===== config.mk =====
export PLATFORM = sky130hd
export DESIGN_NAME = ascon_hash_serdes
export DESIGN_NICKNAME = d
export VERILOG_FILES = /design/src/rtl/ascon_pkg.sv /design/src/rtl/ascon_shift_in.sv /design/src/rtl/ascon_hash_serdes.sv
export SDC_FILE = /design/constraint.sdc
export NUM_CORES = 2
export LEC_CHECK = 0
export BUFFER_PORTS_ARGS = -buffer_cell sky130_fd_sc_hd__buf_2
export CAP_MARGIN = 10
export CORE_AREA = 2 2 435 437
export DETAILED_ROUTE_END_ITERATION = 8
export DIE_AREA = 0 0 437 439
export GPL_ROUTABILITY_DRIVEN = 0
export HOLD_SLACK_MARGIN = 0.08
export PLACE_DENSITY_LB_ADDON = 0.2
export SLEW_MARGIN = 20
export SYNTH_ARGS = -nofsm -noshare
export SYNTH_HDL_FRONTEND = slang
export SYNTH_HIERARCHICAL = 1
export SYNTH_SLANG_ARGS = --single-unit

===== constraint.sdc =====
create_clock -name clk -period 4.55 [get_ports clk]
set_input_delay 0.455 -clock clk [delete_from_list [all_inputs] [get_ports clk]]
set_output_delay 0.455 -clock clk [all_outputs]
set_load 0.02 [all_outputs]

===== src/rtl/ascon_pkg.sv =====
// +----------------------------------------------------------------------------+
// | ascon_pkg: shared defaults and FSM state encoding for the Ascon serdes.    |
// | Revision: 1.0                                                              |
// +----------------------------------------------------------------------------+
`default_nettype none

package ascon_pkg;

  localparam int ASCON_Y = 40;
  localparam int ASCON_L = 256;
  localparam int WORD_W  = 64;

  localparam logic [2:0] S_IDLE   = 3'd0;
  localparam logic [2:0] S_LOAD   = 3'd1;
  localparam logic [2:0] S_ARMED  = 3'd2;
  localparam logic [2:0] S_RUN    = 3'd3;
  localparam logic [2:0] S_UNLOAD = 3'd4;

  function automatic int max3(input int a, input int b, input int c);
    int m;
    m = (a > b) ? a : b;
    return (m > c) ? m : c;
  endfunction

endpackage

`default_nettype wire


===== src/rtl/ascon_shift_in.sv =====
// +----------------------------------------------------------------------------+
// | ascon_shift_in: SW-bit MSB-first shift register that ignores beats past    |
// | its own length. Revision: 1.0                                              |
// +----------------------------------------------------------------------------+
`default_nettype none

module ascon_shift_in
  import ascon_pkg::*;
#(
  parameter int WIDTH = WORD_W,
  parameter int SW    = 1,
  parameter int CW    = 9
) (
  input  logic             clk,
  input  logic             rst,
  input  logic             en,
  input  logic [CW-1:0]    idx,
  input  logic [SW-1:0]    din,
  output logic [WIDTH-1:0] q
);

  localparam logic [CW-1:0] LIMIT = CW'(WIDTH / SW);

  logic [WIDTH-1:0] sreg;
  logic [WIDTH-1:0] nxt;

  generate
    if (WIDTH == SW) begin : g_whole
      assign nxt = din;
    end else begin : g_shift
      assign nxt = {sreg[WIDTH-SW-1:0], din};
    end
  endgenerate

  always_ff @(posedge clk or negedge rst) begin
    if (!rst) begin
      sreg <= '0;
    end else if (en && (idx < LIMIT)) begin
      sreg <= nxt;
    end
  end

  assign q = sreg;

endmodule

`default_nettype wire


===== src/rtl/ascon_hash_serdes.sv =====
// +----------------------------------------------------------------------------+
// | ascon_hash_serdes: handshaked serial load / digest unload front end for    |
// | the masked Ascon hash core. Revision: 1.0                                  |
// +----------------------------------------------------------------------------+
`default_nettype none

module ascon_hash_serdes
  import ascon_pkg::*;
#(
  parameter int Y  = ASCON_Y,
  parameter int L  = ASCON_L,
  parameter int D  = 3,
  parameter int NR = 7,
  parameter int SW = 1
) (
  input  logic            clk,
  input  logic            rst,
  input  logic            in_valid,
  output logic            in_ready,
  input  logic [D*SW-1:0] msg_shr,
  input  logic [NR*SW-1:0] rnd,
  input  logic [SW-1:0]   flt,
  input  logic            start,
  input  logic            abort,
  output logic            core_start,
  output logic [D*Y-1:0]  core_msg,
  output logic [NR*64-1:0] core_rnd,
  output logic [L-1:0]    core_flt,
  input  logic            core_done,
  input  logic [L-1:0]    core_hash,
  output logic            out_valid,
  input  logic            out_ready,
  output logic [SW-1:0]   out_data,
  output logic            out_last,
  output logic            busy
);

  localparam int NB    = max3(Y, WORD_W, L) / SW;
  localparam int NO    = L / SW;
  localparam int CNT_W = $clog2(NB + 1);
  localparam int OUT_W = $clog2(NO + 1);
  localparam logic [CNT_W-1:0] LAST_IN  = CNT_W'(NB - 1);
  localparam logic [OUT_W-1:0] LAST_OUT = OUT_W'(NO - 1);

  generate
    if ((Y % SW != 0) || (L % SW != 0) || (WORD_W % SW != 0)) begin : g_bad_sw
      $error("ascon_hash_serdes: SW must divide Y, L and 64");
    end
  endgenerate

  logic [2:0]       state;
  logic [CNT_W-1:0] beat_cnt;
  logic [OUT_W-1:0] out_cnt;
  logic [L-1:0]     digest;
  logic             beat_acc;

  assign in_ready  = (state == S_LOAD);
  assign beat_acc  = in_valid && in_ready && !abort;
  assign out_valid = (state == S_UNLOAD);
  assign out_last  = out_valid && (out_cnt == LAST_OUT);
  assign busy      = (state != S_IDLE);
  // Digest shifts right on each accepted beat, so bit 0 is always the current beat.
  assign out_data  = digest[SW-1:0];

  always_ff @(posedge clk or negedge rst) begin
    if (!rst) begin
      state      <= S_IDLE;
      beat_cnt   <= '0;
      out_cnt    <= '0;
      digest     <= '0;
      core_start <= 1'b0;
    end else begin
      core_start <= 1'b0;
      if (abort) begin
        state    <= S_IDLE;
        beat_cnt <= '0;
        out_cnt  <= '0;
      end else begin
        case (state)
          S_IDLE: begin
            state    <= S_LOAD;
            beat_cnt <= '0;
            out_cnt  <= '0;
          end
          S_LOAD: begin
            if (beat_acc) begin
              beat_cnt <= beat_cnt + 1'b1;
              if (beat_cnt == LAST_IN) state <= S_ARMED;
            end
          end
          S_ARMED: begin
            if (start) begin
              core_start <= 1'b1;
              state      <= S_RUN;
            end
          end
          S_RUN: begin
            if (core_done) begin
              digest <= core_hash;
              state  <= S_UNLOAD;
            end
          end
          S_UNLOAD: begin
            if (out_ready) begin
              digest  <= digest >> SW;
              out_cnt <= out_cnt + 1'b1;
              if (out_cnt == LAST_OUT) state <= S_IDLE;
            end
          end
          default: state <= S_IDLE;
        endcase
      end
    end
  end

  generate
    for (genvar k = 0; k < D; k++) begin : g_share
      ascon_shift_in #(.WIDTH(Y), .SW(SW), .CW(CNT_W)) u_shr (
        .clk (clk),
        .rst (rst),
        .en  (beat_acc),
        .idx (beat_cnt),
        .din (msg_shr[k*SW +: SW]),
        .q   (core_msg[k*Y +: Y])
      );
    end
    for (genvar k = 0; k < NR; k++) begin : g_rnd
      ascon_shift_in #(.WIDTH(WORD_W), .SW(SW), .CW(CNT_W)) u_rnd (
        .clk (clk),
        .rst (rst),
        .en  (beat_acc),
        .idx (beat_cnt),
        .din (rnd[k*SW +: SW]),
        .q   (core_rnd[k*64 +: 64])
      );
    end
  endgenerate

  ascon_shift_in #(.WIDTH(L), .SW(SW), .CW(CNT_W)) u_flt (
    .clk (clk),
    .rst (rst),
    .en  (beat_acc),
    .idx (beat_cnt),
    .din (flt),
    .q   (core_flt)
  );

endmodule

`default_nettype wire

==> qor.yml <==
status: "finished, final reports clean"
clkTransAtPathRegs_ps: 50
synth.top_cell.area_share: 0.5849
ys_async_sr_fraction: 1.000
rsz0062_at_grt: "false"
avgViaCountPerCell: 4.238
hold_buffers: 276
skew_ps: 51.81
io_pins: 1104
path_cells: "nor4b_2 > nand2_1 > inv_1 > nor2b_4 > buf_12 > buf_12 > mux2_2"
dp_hpwl_mm: 107.4
die_h_um: 439
fill_cells: 18860
numCtsBuffers: 136
grt_pass1_wl_mm: 217.1
yosys_warnings: 6
cts_tree: "built"
initial_core_util: 0.2521
final.setup.tns_ps: 0
finalCriticalPeriod_ps: 3298
hold_path.class: "input port to async pin"
fin_nets: 4947
worstPathArrival_ps: 3950
antenna_found_initial: 6
syn_area_per_cell_um2: 14.35
ys_seq_elements: 1102
power.total_mw: 24.36
maxSlewViolCount: 0
post_dp_cell_area_mm2: 0.05457
wirelength_mm: 148.8
synth.distinct_cells: 47
cp-end-kind: "flop"
wl_per_cell_um: 20.45
dieArea_mm2: 0.1918
rows: 159
die_w_um: 437
critPathMaxFanout: 73
coreArea_mm2: 0.1870
grt_pass1_vias: 31370
peakVddDrop_v: 0.0002549
max-clock-path-buffers: 3
mappedNetlistNets: 3564
cpMaxStageDelayCell: "dfrtp_1"
root_buffer: "clkbuf_16"
cts_num_sinks: 1102
cp_top_family: "buffers and inverters"
required_ps: 5210
max_stage_delay_ps: 560
drive_above_1_share: 0.4688
hold_slack_ps: 220.2
antenna_left: 0
synth_edf_count: 0
maxCapViolations: 0
finalHoldViolations: 0
layout_common_cells: "dfrtp_1 (1102), buf_2 (1102), mux2_4 (723)"
drt_iter0_markers: 1751
insertion_delay_ps: 790
synth_area_leaders: "dfrtp_1 (58%), mux2_4 (23%), nand2_1 (4.2%), a31oi_1 (3.4%), buf_12 (2.7%)"
p_per_area_mw_per_mm2: 392.9
fmax_ghz: 0.3032
fin_crit_sh: 0.7248
firstDrtPassIters: 5
syn_to_final_growth_pct: 31.52
grt_max_degree: 192
crit_path_start_kind: "flop"
tightest_slew_ps: 1075
finalSetupViolCount: 0
yosysSeqAreaShare: 0.5849
cts_resized: 0
grtUsageTotal: 0.1504
syn_inst: 3286
critical_path_class: "flop to flop"
critPathMostFrequentCell: "buf_12"
cts_setup_buffers: 0
io_buffers: 1103
drcViolationCount: 0
synth_top_area_cell: "dfrtp_1"
synth_top_flop_cell: "dfrtp_1"
grt.overflow.total: 0
p_leak_nw: 32.37
h-tree-depth: 4
design_area_mm2: 0.06201
vias: 30840
mappedNetlistArea_mm2: 0.04715
cp.buffers_inverters: 3
maxSlewHeadroom: 0.2834
## cells by family after synthesis
group,Yosys count,synth area share
flops,1102,0.5849
buf+inv,217,0.04580
simple gates,839,0.07407
mux,824,0.2544
fa+ha+maj,4,0.001062
compound gates,300,0.03981
## cells in the mapped netlist (4+ instances only)
cell type     n
dfrtp_1    1102
mux2_4      723
nand2_1     525
nor2_1      260
a31oi_1     256
mux2_2      101
buf_2        84
buf_12       64
clkbuf_1     26
buf_6        25
o21ai_0      18
a21oi_1      12
nor4b_4      10
inv_1         8
buf_1         6
nand3_1       6
o31ai_1       5
ha_1          4
nand4_1       4
or3_1         4
or4_1         4
## worst paths after layout
| kind | end | slack, ps | depth (start not counted) | start |
|---|---|---|---|---|
| worst max-delay path | u_flt/q[4] | 1250 | 7 | state[0] |
| worst min-delay path | g_share[2].u_shr/q[22] | 220 | 2 | rst |
| worst max register to register | u_flt/q[4] | 1250 | 7 | state[0] |
| worst min register to register | digest[99] | 500 | 2 | digest[100] |
| max in group asynchronous | g_rnd[6].u_rnd/q[27] | 2930 | 3 | rst |
| min in group clk | g_rnd[4].u_rnd/q[0] | 430 | 3 | rnd[4] |
## power breakdown
group	internal, mW	total, mW	switching [mW]
clock	6.52	11.1	4.54
sequential	10.2	10.6	0.372
combinational	1.24	2.74	1.50
total	18.0	24.4	6.40
## worst reg2reg max path, delay by kind of cell, from the launching register on
family / cells / cell delay (ps)
AND/OR/NAND/NOR: 3 / 920
multiplexers: 1 / 470
buffers and inverters: 3 / 1220
flip-flops: 1 / 560
## flip-flops by register name, summed over array words and instances (netlist names)
signal,flops
g_rnd.u_rnd/q,448
u_flt/q,256
beat_cnt,9
g_share.u_shr/q,120
state,3
out_cnt,9
core_start,1
digest,256
## final cells by class
cell class / instances / area (µm²) / share of cell area
diodes: 4 / 10.01 / 0.0001614
clock buffers: 200 / 4004 / 0.06457
clock inverters: 47 / 631.9 / 0.01019
inverters: 9 / 41.29 / 0.0006658
multi-input cells: 1967 / 17420 / 0.2809
flip-flops and latches: 1102 / 27580 / 0.4447
well taps: 2495 / 3122 / 0.05034
repair buffers: 1453 / 9206 / 0.1485
## through the flow
step / util / cells / setup slack [ps]
2_1_floorplan: - / 3286 / 2235
4_1_cts: 0.3314 / 7272 / 1066
5_1_grt: 0.3316 / 7277 / 997.2
6_report: 0.3316 / 7277 / 1252
3_3_place_gp: 0.2918 / 6749 / 963.8
3_5_place_dp: 0.2918 / 6749 / 955.7
## metal layers
metal / up-vias / GRT usage / share of wire
li1: 14160 / - / -
met1: 15710 / 0.1851 / 0.42
met2: 760 / 0.2560 / 0.51
met3: 205 / 0.03316 / 0.045
met4: 0 / 0.05806 / 0.034
met5: - / 0 / 0
Power figures use the tool's default switching activity.
